$ cat src/rtl/packet_serializer_if.sv
// Frame-load and serial-output signal bundle between the packet sorter,
// the serializer and the BPSK modulator.
interface packet_serializer_if #(
  parameter int unsigned FRAME_WIDTH = 224
);
  logic [FRAME_WIDTH-1:0] frame_in;
  logic                   frame_valid;
  logic                   frame_ready;
  logic                   bit_out;
  logic                   bit_strobe;
  logic                   tx_active;
  logic                   frame_done;
  logic                   overrun;

  modport master (
    output frame_in,
    output frame_valid,
    input  frame_ready,
    input  bit_out,
    input  bit_strobe,
    input  tx_active,
    input  frame_done,
    input  overrun
  );

  modport slave (
    input  frame_in,
    input  frame_valid,
    output frame_ready,
    output bit_out,
    output bit_strobe,
    output tx_active,
    output frame_done,
    output overrun
  );
endinterface

$ cat src/rtl/packet_serializer.sv
// Captures one sorted frame and shifts it out LSB first, each bit held for
// SAMPLES_PER_BIT cycles, followed by a GAP_CYCLES idle guard interval.
module packet_serializer #(
  parameter int unsigned PACKET_WIDTH    = 16,
  parameter int unsigned INDEX_WIDTH     = 4,
  parameter int unsigned PREAMBLE_LENGTH = 32,
  parameter int unsigned SAMPLES_PER_BIT = 8,
  parameter int unsigned GAP_CYCLES      = 16,
  localparam int unsigned FRAME_WIDTH    = PACKET_WIDTH*(8+INDEX_WIDTH)+PREAMBLE_LENGTH
) (
  input  logic               clk,
  input  logic               rst_n,
  packet_serializer_if.slave bus
);

  localparam int unsigned BC_W = (FRAME_WIDTH > 1)     ? $clog2(FRAME_WIDTH)     : 1;
  localparam int unsigned SC_W = (SAMPLES_PER_BIT > 1) ? $clog2(SAMPLES_PER_BIT) : 1;
  localparam int unsigned GC_W = (GAP_CYCLES > 1)      ? $clog2(GAP_CYCLES)      : 1;

  localparam logic [BC_W-1:0] BIT_LAST    = BC_W'(FRAME_WIDTH - 1);
  localparam logic [SC_W-1:0] SAMPLE_LAST = SC_W'(SAMPLES_PER_BIT - 1);
  localparam logic [GC_W-1:0] GAP_LAST    = GC_W'((GAP_CYCLES > 0) ? GAP_CYCLES - 1 : 0);

  typedef enum logic [1:0] {
    S_IDLE,
    S_SHIFT,
    S_GAP
  } state_e;

  state_e                 state_q,      state_d;
  logic [FRAME_WIDTH-1:0] shreg_q,      shreg_d;
  logic [BC_W-1:0]        bit_cnt_q,    bit_cnt_d;
  logic [SC_W-1:0]        sample_cnt_q, sample_cnt_d;
  logic [GC_W-1:0]        gap_cnt_q,    gap_cnt_d;

  logic frame_ready_q, frame_ready_d;
  logic bit_out_q,     bit_out_d;
  logic bit_strobe_q,  bit_strobe_d;
  logic tx_active_q,   tx_active_d;
  logic frame_done_q,  frame_done_d;
  logic overrun_q,     overrun_d;

  always_ff @(posedge clk or negedge rst_n) begin
    if (!rst_n) begin
      state_q       <= S_IDLE;
      shreg_q       <= '0;
      bit_cnt_q     <= '0;
      sample_cnt_q  <= '0;
      gap_cnt_q     <= '0;
      frame_ready_q <= 1'b1;
      bit_out_q     <= 1'b0;
      bit_strobe_q  <= 1'b0;
      tx_active_q   <= 1'b0;
      frame_done_q  <= 1'b0;
      overrun_q     <= 1'b0;
    end else begin
      state_q       <= state_d;
      shreg_q       <= shreg_d;
      bit_cnt_q     <= bit_cnt_d;
      sample_cnt_q  <= sample_cnt_d;
      gap_cnt_q     <= gap_cnt_d;
      frame_ready_q <= frame_ready_d;
      bit_out_q     <= bit_out_d;
      bit_strobe_q  <= bit_strobe_d;
      tx_active_q   <= tx_active_d;
      frame_done_q  <= frame_done_d;
      overrun_q     <= overrun_d;
    end
  end

  // Outputs are computed for the next state so every port comes straight from a flop.
  always_comb begin
    state_d       = state_q;
    shreg_d       = shreg_q;
    bit_cnt_d     = bit_cnt_q;
    sample_cnt_d  = sample_cnt_q;
    gap_cnt_d     = gap_cnt_q;
    frame_ready_d = frame_ready_q;
    bit_out_d     = bit_out_q;
    bit_strobe_d  = 1'b0;
    tx_active_d   = tx_active_q;
    frame_done_d  = 1'b0;
    overrun_d     = 1'b0;

    unique case (state_q)
      S_IDLE: begin
        frame_ready_d = 1'b1;
        tx_active_d   = 1'b0;
        bit_out_d     = 1'b0;
        if (bus.frame_valid) begin
          state_d       = S_SHIFT;
          shreg_d       = bus.frame_in;
          bit_cnt_d     = '0;
          sample_cnt_d  = '0;
          frame_ready_d = 1'b0;
          tx_active_d   = 1'b1;
          bit_out_d     = bus.frame_in[0];
          bit_strobe_d  = 1'b1;
        end
      end

      S_SHIFT: begin
        overrun_d = bus.frame_valid;
        if (sample_cnt_q == SAMPLE_LAST) begin
          sample_cnt_d = '0;
          if (bit_cnt_q == BIT_LAST) begin
            tx_active_d  = 1'b0;
            bit_out_d    = 1'b0;
            frame_done_d = 1'b1;
            if (GAP_CYCLES == 0) begin
              state_d       = S_IDLE;
              frame_ready_d = 1'b1;
            end else begin
              state_d   = S_GAP;
              gap_cnt_d = '0;
            end
          end else begin
            // The bit about to be presented is shreg_q[1], i.e. bit 0 after this shift.
            shreg_d      = shreg_q >> 1;
            bit_cnt_d    = bit_cnt_q + 1'b1;
            bit_out_d    = shreg_q[1];
            bit_strobe_d = 1'b1;
          end
        end else begin
          sample_cnt_d = sample_cnt_q + 1'b1;
        end
      end

      S_GAP: begin
        overrun_d = bus.frame_valid;
        if (gap_cnt_q == GAP_LAST) begin
          state_d       = S_IDLE;
          frame_ready_d = 1'b1;
        end else begin
          gap_cnt_d = gap_cnt_q + 1'b1;
        end
      end

      default: begin
        state_d       = S_IDLE;
        frame_ready_d = 1'b1;
        tx_active_d   = 1'b0;
        bit_out_d     = 1'b0;
      end
    endcase
  end

  assign bus.frame_ready = frame_ready_q;
  assign bus.bit_out     = bit_out_q;
  assign bus.bit_strobe  = bit_strobe_q;
  assign bus.tx_active   = tx_active_q;
  assign bus.frame_done  = frame_done_q;
  assign bus.overrun     = overrun_q;

endmodule
$ cat src/flat_wrapper.sv
// flat-port wrapper written by rule: the top's interface ports become plain ports
module packet_serializer_flat 
#(
  parameter int unsigned PACKET_WIDTH    = 16,
  parameter int unsigned INDEX_WIDTH     = 4,
  parameter int unsigned PREAMBLE_LENGTH = 32,
  parameter int unsigned SAMPLES_PER_BIT = 8,
  parameter int unsigned GAP_CYCLES      = 16,
  localparam int unsigned FRAME_WIDTH    = PACKET_WIDTH*(8+INDEX_WIDTH)+PREAMBLE_LENGTH
)
  (clk, rst_n, bus_frame_in, bus_frame_valid, bus_frame_ready, bus_bit_out, bus_bit_strobe, bus_tx_active, bus_frame_done, bus_overrun);
  packet_serializer_if bus_i ();
  input  logic clk;
  input  logic rst_n;
  input wire logic [$bits(bus_i.frame_in)-1:0] bus_frame_in;
  input wire logic [$bits(bus_i.frame_valid)-1:0] bus_frame_valid;
  output wire logic [$bits(bus_i.frame_ready)-1:0] bus_frame_ready;
  output wire logic [$bits(bus_i.bit_out)-1:0] bus_bit_out;
  output wire logic [$bits(bus_i.bit_strobe)-1:0] bus_bit_strobe;
  output wire logic [$bits(bus_i.tx_active)-1:0] bus_tx_active;
  output wire logic [$bits(bus_i.frame_done)-1:0] bus_frame_done;
  output wire logic [$bits(bus_i.overrun)-1:0] bus_overrun;
  assign bus_i.frame_in = bus_frame_in;
  assign bus_i.frame_valid = bus_frame_valid;
  assign bus_frame_ready = bus_i.frame_ready;
  assign bus_bit_out = bus_i.bit_out;
  assign bus_bit_strobe = bus_i.bit_strobe;
  assign bus_tx_active = bus_i.tx_active;
  assign bus_frame_done = bus_i.frame_done;
  assign bus_overrun = bus_i.overrun;
  packet_serializer #(.PACKET_WIDTH(PACKET_WIDTH), .INDEX_WIDTH(INDEX_WIDTH), .PREAMBLE_LENGTH(PREAMBLE_LENGTH), .SAMPLES_PER_BIT(SAMPLES_PER_BIT), .GAP_CYCLES(GAP_CYCLES)) u_core (.clk(clk), .rst_n(rst_n), .bus(bus_i));
endmodule
$ cat config.mk
export PLATFORM = sky130hd
export DESIGN_NAME = packet_serializer_flat
export DESIGN_NICKNAME = d
export VERILOG_FILES = /design/src/rtl/packet_serializer_if.sv /design/src/rtl/packet_serializer.sv /design/src/flat_wrapper.sv
export SDC_FILE = /design/constraint.sdc
export NUM_CORES = 1
export LEC_CHECK = 0
export ABC_AREA = 0
export BUFFER_PORTS_ARGS = -buffer_cell sky130_fd_sc_hd__buf_4
export CAP_MARGIN = 10
export CORE_MARGIN = 4
export CORE_UTILIZATION = 55
export CTS_CLUSTER_DIAMETER = 150
export CTS_CLUSTER_SIZE = 14
export DETAILED_ROUTE_END_ITERATION = 10
export PLACE_DENSITY_LB_ADDON = 0.05
export SYNTH_ARGS = -nofsm -noshare
export SYNTH_HDL_FRONTEND = slang
export SYNTH_SLANG_ARGS = --single-unit
export TNS_END_PERCENT = 100
$ cat constraint.sdc
create_clock -name clk -period 2.6 [get_ports clk]
set_input_delay 0.52 -clock clk [delete_from_list [all_inputs] [get_ports clk]]
set_output_delay 0.52 -clock clk [all_outputs]
set_load 0.005 [all_outputs]
**Yosys cells after proc, flatten, opt, wreduce, memory -nomap -nowiden**

Cells that the tools add are included.

- Output and inout port bits: 6
- Logic and storage cells: 76
- Bits of input ports: 227
- Register bits: 247

- Add/subtract/negate cells: 3
- Reduce and logical (&&, ||, !) cells: 11
- Bitwise gates (word level): 2
- Mux-type cells: 38
- Equality and inequality tests: 11

Operators with widths:

| operator | count |
|---|---|
| $mux 224 | 3 |
| $pmux 224 s2 | 1 |
| $mux 8 | 3 |
| $pmux 8 s2 | 1 |
| $mux 1 | 14 |
| $mux 4 | 3 |
| $reduce_and 4->1 | 3 |
| $pmux 1 s3 | 3 |
| $add 8x1->8 const B | 1 |
| $eq 8x8->1 const B | 1 |
| $mux 2 | 4 |
| $pmux 4 s2 | 1 |
| $mux 3 | 2 |
| $ne 2x1->1 const B | 3 |
| $ne 2x2->1 const B | 3 |
| $pmux 2 s3 | 1 |
| $pmux 3 s2 | 1 |
| $reduce_and 2->1 | 3 |
| $add 4x1->4 const B | 1 |
| $eq 4x4->1 const B | 1 |
| $reduce_bool 2->1 | 2 |
| $add 3x1->3 const B | 1 |
| $eq 3x3->1 const B | 1 |
| $reduce_and 3->1 | 1 |
| 6 further kinds | 7 |

**Depth between registers and ports, before layout**

Gate-level depths: netlist (run 1).

- Depth in word-level cells: 4
- Mapped depth: 10
- Mapped depth without buffers: 6

**Worst setup path before layout (run 1)**

OpenSTA, ideal clock, no wires.

- Path kind: register to register
- From: reg u_core.sample_cnt_q[0]
- To: reg u_core.bit_cnt_q[0]
- Buffers on the path: 4
- Cell stages (with the launch flop): 11
- Slack: 666 ps
- Data required time: 2517 ps
- Arrival: 1851 ps
- Library setup time: 83 ps
- Clock period less this slack: 1934 ps
- Cells stage by stage: dfrtp_1 > ha_1 > ha_1 > buf_2 > nand2b_1 > o311ai_1 > buf_2 > buf_2 > buf_2 > nand2_1 > o21ai_0

- Longest elaborated chain between the ends: 3

RTL lines:

| element | line | RTL |
|---|---|---|
| from (decl) | packet_serializer.sv:33 | `logic [SC_W-1:0] sample_cnt_q, sample_cnt_d;` |
| from (signal assigned) | packet_serializer.sv:60 | `sample_cnt_q <= sample_cnt_d;` |
| $eq 3x3->1 | packet_serializer.sv:104 | `if (sample_cnt_q == SAMPLE_LAST) begin` |
| $ne 2x1->1 (no source line) | -- |  |
| $reduce_and 4->1 (no source line) | -- |  |
| to (signal assigned) | packet_serializer.sv:59 | `bit_cnt_q <= bit_cnt_d;` |
| to (decl) | packet_serializer.sv:32 | `logic [BC_W-1:0] bit_cnt_q, bit_cnt_d;` |

Every way passes these cells.
A chain may end at the register's enable or synchronous reset.

**Worst setup path after layout (run 1)**

- From: reg u_core.state_q[0]
- To: reg u_core.shreg_q[66]

- Longest elaborated chain between the ends: 3
- Elaborated cells between the ends (all ways): 8
- Classes of those cells: 4 x eq/ne; 1 x mux; 3 x reduce/logical

RTL lines:

| element | line | RTL |
|---|---|---|
| from (decl) | packet_serializer.sv:30 | `state_e state_q, state_d;` |
| from (signal assigned) | packet_serializer.sv:57 | `state_q <= state_d;` |
| $eq 2x1->1 / $logic_not 2->1 (equally long branches) | packet_serializer.sv:85 | `unique case (state_q)` |
| $ne 2x2->1 (no source line) (tied with other cells) | -- |  |
| $reduce_and 4->1 (no source line) | -- |  |
| to (signal assigned) | packet_serializer.sv:58 | `shreg_q <= shreg_d;` |
| to (decl) | packet_serializer.sv:31 | `logic [FRAME_WIDTH-1:0] shreg_q, shreg_d;` |

Several ways; a longest one is shown, not always the timed one.

==> reports/metrics.yaml, run 1 <==
gp_congestion: 0.818
clkPwrFrac: 0.399
track_usage: 0.206
tightest_slew_ns: 0.724
powerDensity_nw_per_um2: 502
min_path_type: "in2async"
via_per_inst: 5.21
crit_end: "u_core.shreg_q[66]"
insertion_delay_ns: 0.50
syn_to_final_growth_pct: 23.1
synth_common_cells: "245 x dfrtp_1, 237 x nand2_1, 233 x o21ai_0, 224 x mux2i_1, 44 x clkbuf_1"
die_area_sq_um: 22900
max_freq_mhz: 438
p_int_w: 0.00554
grt_setup_unrepaired: "false"
power.net_switching_w: 0.00145
synth_fp_nets: 1329
io_pins: 233
cts_max_path_buffers: 3
ctsHoldBuffers: 0
globalRouteOverflowTotal: 0
synth_cell_types: 34
dpl.hpwl_um: 16700
share_comb_of_total_power: 0.053
regToRegStartpoint: "u_core.state_q[0]"
grt_pass1_vias: 7811
clkSinkCount: 246
fp.coreArea_sq_um: 20200
drt_iter0_drc: 404
finalMaxSlewViolations: 0
io_buffers: 232
synth_edf_count: 0
critPathRequiredTime_ns: 2.96
num_rows: 52
p_total_w: 0.00699
violations: "hold timing"
layout-drive-gt1-share: 0.215
crit_start: "u_core.state_q[0]"
worstSetupPathType: "reg2reg"
p_leak_nw: 7.72
netlist_area_sq_um: 11300
fp.dieW_um: 151
clockRootBuffer: "clkbuf_16"
nets: 1523
multi_input_area_sq_um: 4810
synth_top_cell_area_share: 0.542
hold_ws_ns: -0.00621
syn_inst: 1095
avgSynthCellArea_sq_um: 10.3
firstDrtPassIters: 5
post-route-min-period_ns: 2.29
synth_area_leader_cell: "dfrtp_1"
status: "finished with violations"
cts_setup_buffers: 0
synthArstFlopShare: 1.00
finalSetupTns_ns: 0
yosysSeqAreaShare: 0.545
seq_area_sq_um: 6160
finalSetupViolCount: 0
cp-start-kind: "flop"
cts_tree: "done"
maxCapViolCount: 0
vias: 8153
reg2regPathDepth: 7
antenna_cells: 0
grt_pass1_wl_um: 38600
arrival_ns: 2.65
antenna_found_initial: 0
cp-end-kind: "flop"
fillers: 1619
ys.flop_type: "dfrtp_1"
start_util: 0.559
cts_resized: 0
reg2reg_to: "u_core.shreg_q[66]"
grt_max_degree: 107
yosysMostFrequentCell: "dfrtp_1"
routedWlPerCell_um: 15.4
rrSetupSlack_ns: 0.31
swShare: 0.207
maxSlewHeadroom: 0.517
hold_viol_final: 3
synth_area_leaders: "dfrtp_1 54%, mux2i_1 20%, o21ai_0 10%"
ir_worst_vdd_uv: 415
die_y_um: 151
crit_fanout: 106
ant_nets: 0
pwr-share-seq: 0.548
yosysWarnings: 0
clock_skew_ns: 0.0151
drt_wl_total_um: 24100
numCtsBuffers: 21
ctsHtreeMaxLevel: 1
post-route-period-util: 0.879
clkTransAtPathRegs_ns: 0.07
drcViolationCount: 0
yosys_register_bits: 246
[registers in the layout, summed over array words and instances, names as in the netlist]
register / count
u_core.gap_cnt_q: 4
u_core.state_q: 2
u_core.bus.tx_active: 1
u_core.bus.frame_ready: 1
u_core.bus.overrun: 1
u_core.bus.bit_out: 1
u_core.bus.bit_strobe: 1
u_core.shreg_q: 223
u_core.bus.frame_done: 1
u_core.sample_cnt_q: 3
u_core.bit_cnt_q: 8
[stage by stage]
step	hold WS [ns]	worst slack (ns)	instances	cell area [sq um]	util
2_1_floorplan	0.224	0.666	1095	11300	-
3_3_place_gp	0.460	0.426	1536	13400	0.660
3_5_place_dp	0.470	0.328	1536	13400	0.660
4_1_cts	0.00851	0.353	1566	13900	0.688
5_1_grt	0.0189	0.168	1566	13900	0.688
6_report	-0.00621	0.315	1566	13900	0.688
[cells by family after synthesis]
group	Yosys count	synth area share
AO/OA/AOI/OAI	263	0.122
buffers and inverters	86	0.0325
multiplexers	225	0.200
flip-flops	246	0.545
AND/OR/NAND/NOR	268	0.0941
adder cells (fa/ha/maj)	7	0.00775
[worst max-delay path, cell delays in order (launching register included)]
cell and delay (ns):
dfrtp_1 0.41, inv_1 0.12, ha_1 0.34, mux2_4 0.37
o311ai_4 0.11, buf_4 0.27, buf_12 0.32, o21ai_0 0.17
[how the worst min path moves through the flow]
stage	from	slack [ns]	end
floorplan	rst_n	0.22	u_core.bit_cnt_q[0]
global placement	u_core.shreg_q[189]	0.46	u_core.shreg_q[189]
detailed placement	u_core.shreg_q[104]	0.47	u_core.shreg_q[104]
CTS	rst_n	0.009	u_core.shreg_q[8]
global route	rst_n	0.02	u_core.shreg_q[8]
finish	rst_n	-0.006	u_core.shreg_q[8]
[area by class of cell]
type	count	area share
clock buffers	28	0.0396
well taps	270	0.0243
multi-input cells	763	0.346
repair buffers	250	0.145
inverters	7	0.00189
flip-flops and latches	246	0.442
clock inverters	2	0.00126
[routing by layer]
metal,global-route usage,share of wire
met4,0.0399,0.017
met2,0.319,0.46
met3,0.0592,0.076
met5,0,0
met1,0.294,0.44
[power groups by stage]
stage                     combinational [W]  clock [W]  sequential (W)
final                              0.000372    0.00279         0.00383
after global routing               0.000409    0.00303         0.00382
after CTS                          0.000381    0.00288         0.00383
after detailed placement           0.000380          0         0.00390
after global placement             0.000380          0         0.00390
after floorplan                   0.0000104          0         0.00390
[placed cells by master (no fill, tap or decap), types with 2 or more instances in the layout]
cell type,netlist,routed
a32o_1,3,3
inv_1,7,7
o221ai_1,2,2
or4_1,3,3
ha_1,7,6
and2_1,2,2
o21ai_0,233,233
buf_12,0,11
clkbuf_16,0,21
nand2b_1,2,2
nand4_1,2,2
nor2_1,7,7
a31oi_1,6,6
nand3_1,9,9
buf_4,2,238
clkbuf_1,44,7
nand2_1,237,237
a21oi_1,10,10
o31ai_1,4,4
mux2i_1,224,224
dfrtp_1,245,245
Note: power is estimated with default switching activity, not from simulation.
==> run 2, diff against run 1 <==
BUFFER_PORTS_ARGS = -buffer_cell sky130_fd_sc_hd__buf_2   (was -buffer_cell sky130_fd_sc_hd__buf_4)
==> run 2 against run 1 <==
- the flow now finishes without violations
- cell count grew 0.77%
- via count increased by 0.36%
- first-iteration DRC count fell by 19%
- register-to-register slack gained 0.12 ns
- clock power increased by 1%
- die area unchanged
- largest cell class unchanged
- hold slack improved by 0.010 ns
- sequential share of layout area rose by 1.7 points
- design area fell by 3.6%
- global-route usage rose by 0.49 points
==> reports/metrics.yaml, run 2 (same netlist as run 1, synthesis figures left out) <==
share_comb_of_total_power: 0.041  # was 0.053
p_leak_nw: 7.55  # was 7.72 nW
min_path_type: "in2async"  # unchanged
pwr-share-seq: 0.552  # was 0.548
cts_max_path_buffers: 3  # unchanged
critPathMaxStageDelay_ns: 0.41  # about the same
io_buffers: 232  # unchanged
top_register: "u_core.shreg_q"  # unchanged
crit_slowest_cell: "dfrtp_1"  # unchanged
reg2regPathDepth: 7  # unchanged
nets: 1529  # was 1523
power.net_switching_w: 0.00148  # was 0.00145 W
dpl.hpwl_um: 16800  # was 16700 um
die_y_um: 151  # unchanged
clkPwrFrac: 0.407  # was 0.399
firstDrtPassIters: 4  # was 5
grt_pass1_wl_um: 39700  # was 38600 um
io_pins: 233  # unchanged
via_per_inst: 5.19  # was 5.21
drcViolationCount: 0  # unchanged
worstSetupPathType: "reg2reg"  # unchanged
numCtsBuffers: 21  # unchanged
cts_resized: 0  # unchanged
cpMostUsedCell: "buf_12"
hold_viol_final: 0  # was 3
antenna_found_initial: 13  # was 0
post-route-period-util: 0.834  # was 0.879
clock_skew_ns: 0.0112  # was 0.0151 ns
crit_end: "u_core.shreg_q[50]"  # was u_core.shreg_q[66]
ctsHoldBuffers: 0  # unchanged
cts_tree: "done"  # unchanged
p_int_w: 0.00545  # was 0.00554 W
tightest_slew_ns: 0.736  # was 0.724 ns
cp.depth: 7  # unchanged
critPathRequiredTime_ns: 2.97  # was 2.96 ns
num_rows: 52  # unchanged
finalSetupViolCount: 0  # unchanged
cts_setup_buffers: 0  # unchanged
finalSetupTns_ns: 0  # unchanged
crit_fanout: 78  # was 106
ir_worst_vdd_uv: 392  # was 415 uV
arrival_ns: 2.54  # was 2.65 ns
swShare: 0.214  # was 0.207
clkSinkCount: 246  # unchanged
clockRootBuffer: "clkbuf_16"  # unchanged
final_common_cell: "dfrtp_1"  # unchanged
die_area_sq_um: 22900  # unchanged
layout-drive-gt1-share: 0.218  # was 0.215
drt_wl_total_um: 24300  # was 24100 um
clkTransAtPathRegs_ns: 0.06  # was 0.07 ns
cp-start-kind: "flop"  # unchanged
regToRegStartpoint: "u_core.state_q[0]"  # unchanged
finalMaxSlewViolations: 0  # unchanged
layout_common_cells: "245 x dfrtp_1, 237 x nand2_1, 233 x o21ai_0, 231 x buf_2, 224 x mux2i_1"  # was 245 x dfrtp_1, 238 x buf_4, 237 x nand2_1, 233 x o21ai_0, 224 x mux2i_1
cp_top_family: "buffers and inverters"  # unchanged
ctsHtreeMaxLevel: 1  # unchanged
maxSlewHeadroom: 0.509  # was 0.517
gp_congestion: 0.790  # was 0.818
dp.cells: 1542  # was 1536
insertion_delay_ns: 0.50  # about the same
reg_top3: "u_core.shreg_q (223), u_core.bit_cnt_q (8), u_core.gap_cnt_q (4)"  # unchanged
grt_max_degree: 144  # was 107
largest_register_ffs: 223  # unchanged
start_util: 0.559  # unchanged
crit_buf_inv: 3  # unchanged
fp.coreArea_sq_um: 20200  # unchanged
max_freq_mhz: 461  # was 438 MHz
hold_ws_ns: 0.00383  # was -0.00621 ns
ant_nets: 0  # unchanged
rrSetupSlack_ns: 0.43  # was 0.31 ns
status: "finished clean"  # was finished with violations
track_usage: 0.211  # was 0.206
fp.dieW_um: 151  # unchanged
drt_iter0_drc: 328  # was 404
crit_start: "u_core.state_q[0]"  # unchanged
powerDensity_nw_per_um2: 517  # was 502 nW/um^2
globalRouteOverflowTotal: 0  # unchanged
syn_to_final_growth_pct: 18.7  # was 23.1%
reg2reg_to: "u_core.shreg_q[50]"  # was u_core.shreg_q[66]
instances_no_fill: 1578  # was 1566
grt_setup_unrepaired: "false"  # unchanged
cp-end-kind: "flop"  # unchanged
maxCapViolCount: 0  # unchanged
grt_pass1_vias: 8085  # was 7811
vias: 8182  # was 8153
post-route-min-period_ns: 2.17  # was 2.29 ns
routedWlPerCell_um: 15.4  # about the same
worstPathCellList: "inv_1 -> ha_1 -> mux2_4 -> o311ai_4 -> buf_12 -> buf_12 -> o21ai_0"  # was inv_1 -> ha_1 -> mux2_4 -> o311ai_4 -> buf_4 -> buf_12 -> o21ai_0
-- run 2: worst register-to-register path: stages (launching register included) --
cell and delay [ns]:
dfrtp_1 0.41, inv_1 0.12, ha_1 0.33, mux2_4 0.37, o311ai_4 0.11, buf_12 0.24, buf_12 0.29, o21ai_0 0.19
-- run 2: final cells by class --
cell class	count	area, sq um
tap	270	338
timing repair buffer	256	1500
fill	1656	6820
sequential	246	6160
clock inverter	2	17.5
inverter	7	26.3
antenna	6	15.0
clock buffer	28	552
multi-input combinational	763	4810
-- run 2: layer usage --
metal	global-route usage	wire, um	vias to the layer above
li1	-	-	4205
met1	0.290	11000	3749
met2	0.330	11100	157
met3	0.0655	1680	53
met4	0.0530	504	18
met5	0	117	-
-- run 2: power by group through the flow --
| stage | Sequential [W] | Combinational [W] | Clock, W |
|---|---|---|---|
| 2_1_floorplan | 0.00390 | 0.0000104 | 0 |
| 3_3_place_gp | 0.00390 | 0.000291 | 0 |
| 3_5_place_dp | 0.00390 | 0.000290 | 0 |
| 4_1_cts | 0.00383 | 0.000293 | 0.00293 |
| 5_1_grt | 0.00382 | 0.000319 | 0.00307 |
| 6_report | 0.00383 | 0.000284 | 0.00283 |
-- run 2: per-stage QoR --
step	instance area (sq um)	setup slack [ns]	util	total power, W
4_1_cts	13400	0.428	0.662	0.00704
5_1_grt	13400	0.267	0.663	0.00721
3_5_place_dp	12800	0.426	0.634	0.00419
2_1_floorplan	11300	0.666	-	0.00391
3_3_place_gp	12800	0.463	0.634	0.00419
6_report	13400	0.432	0.663	0.00694
-- run 2: how the worst min path moves through the flow --
| stage | start | to | slack [ns] |
|---|---|---|---|
| floorplan | rst_n | u_core.bit_cnt_q[0] | 0.22 |
| global placement | u_core.shreg_q[189] | u_core.shreg_q[189] | 0.46 |
| detailed placement | u_core.shreg_q[36] | u_core.shreg_q[36] | 0.47 |
| CTS | rst_n | u_core.gap_cnt_q[2] | 0.009 |
| global route | rst_n | u_core.gap_cnt_q[2] | 0.03 |
| finish | rst_n | u_core.shreg_q[8] | 0.004 |
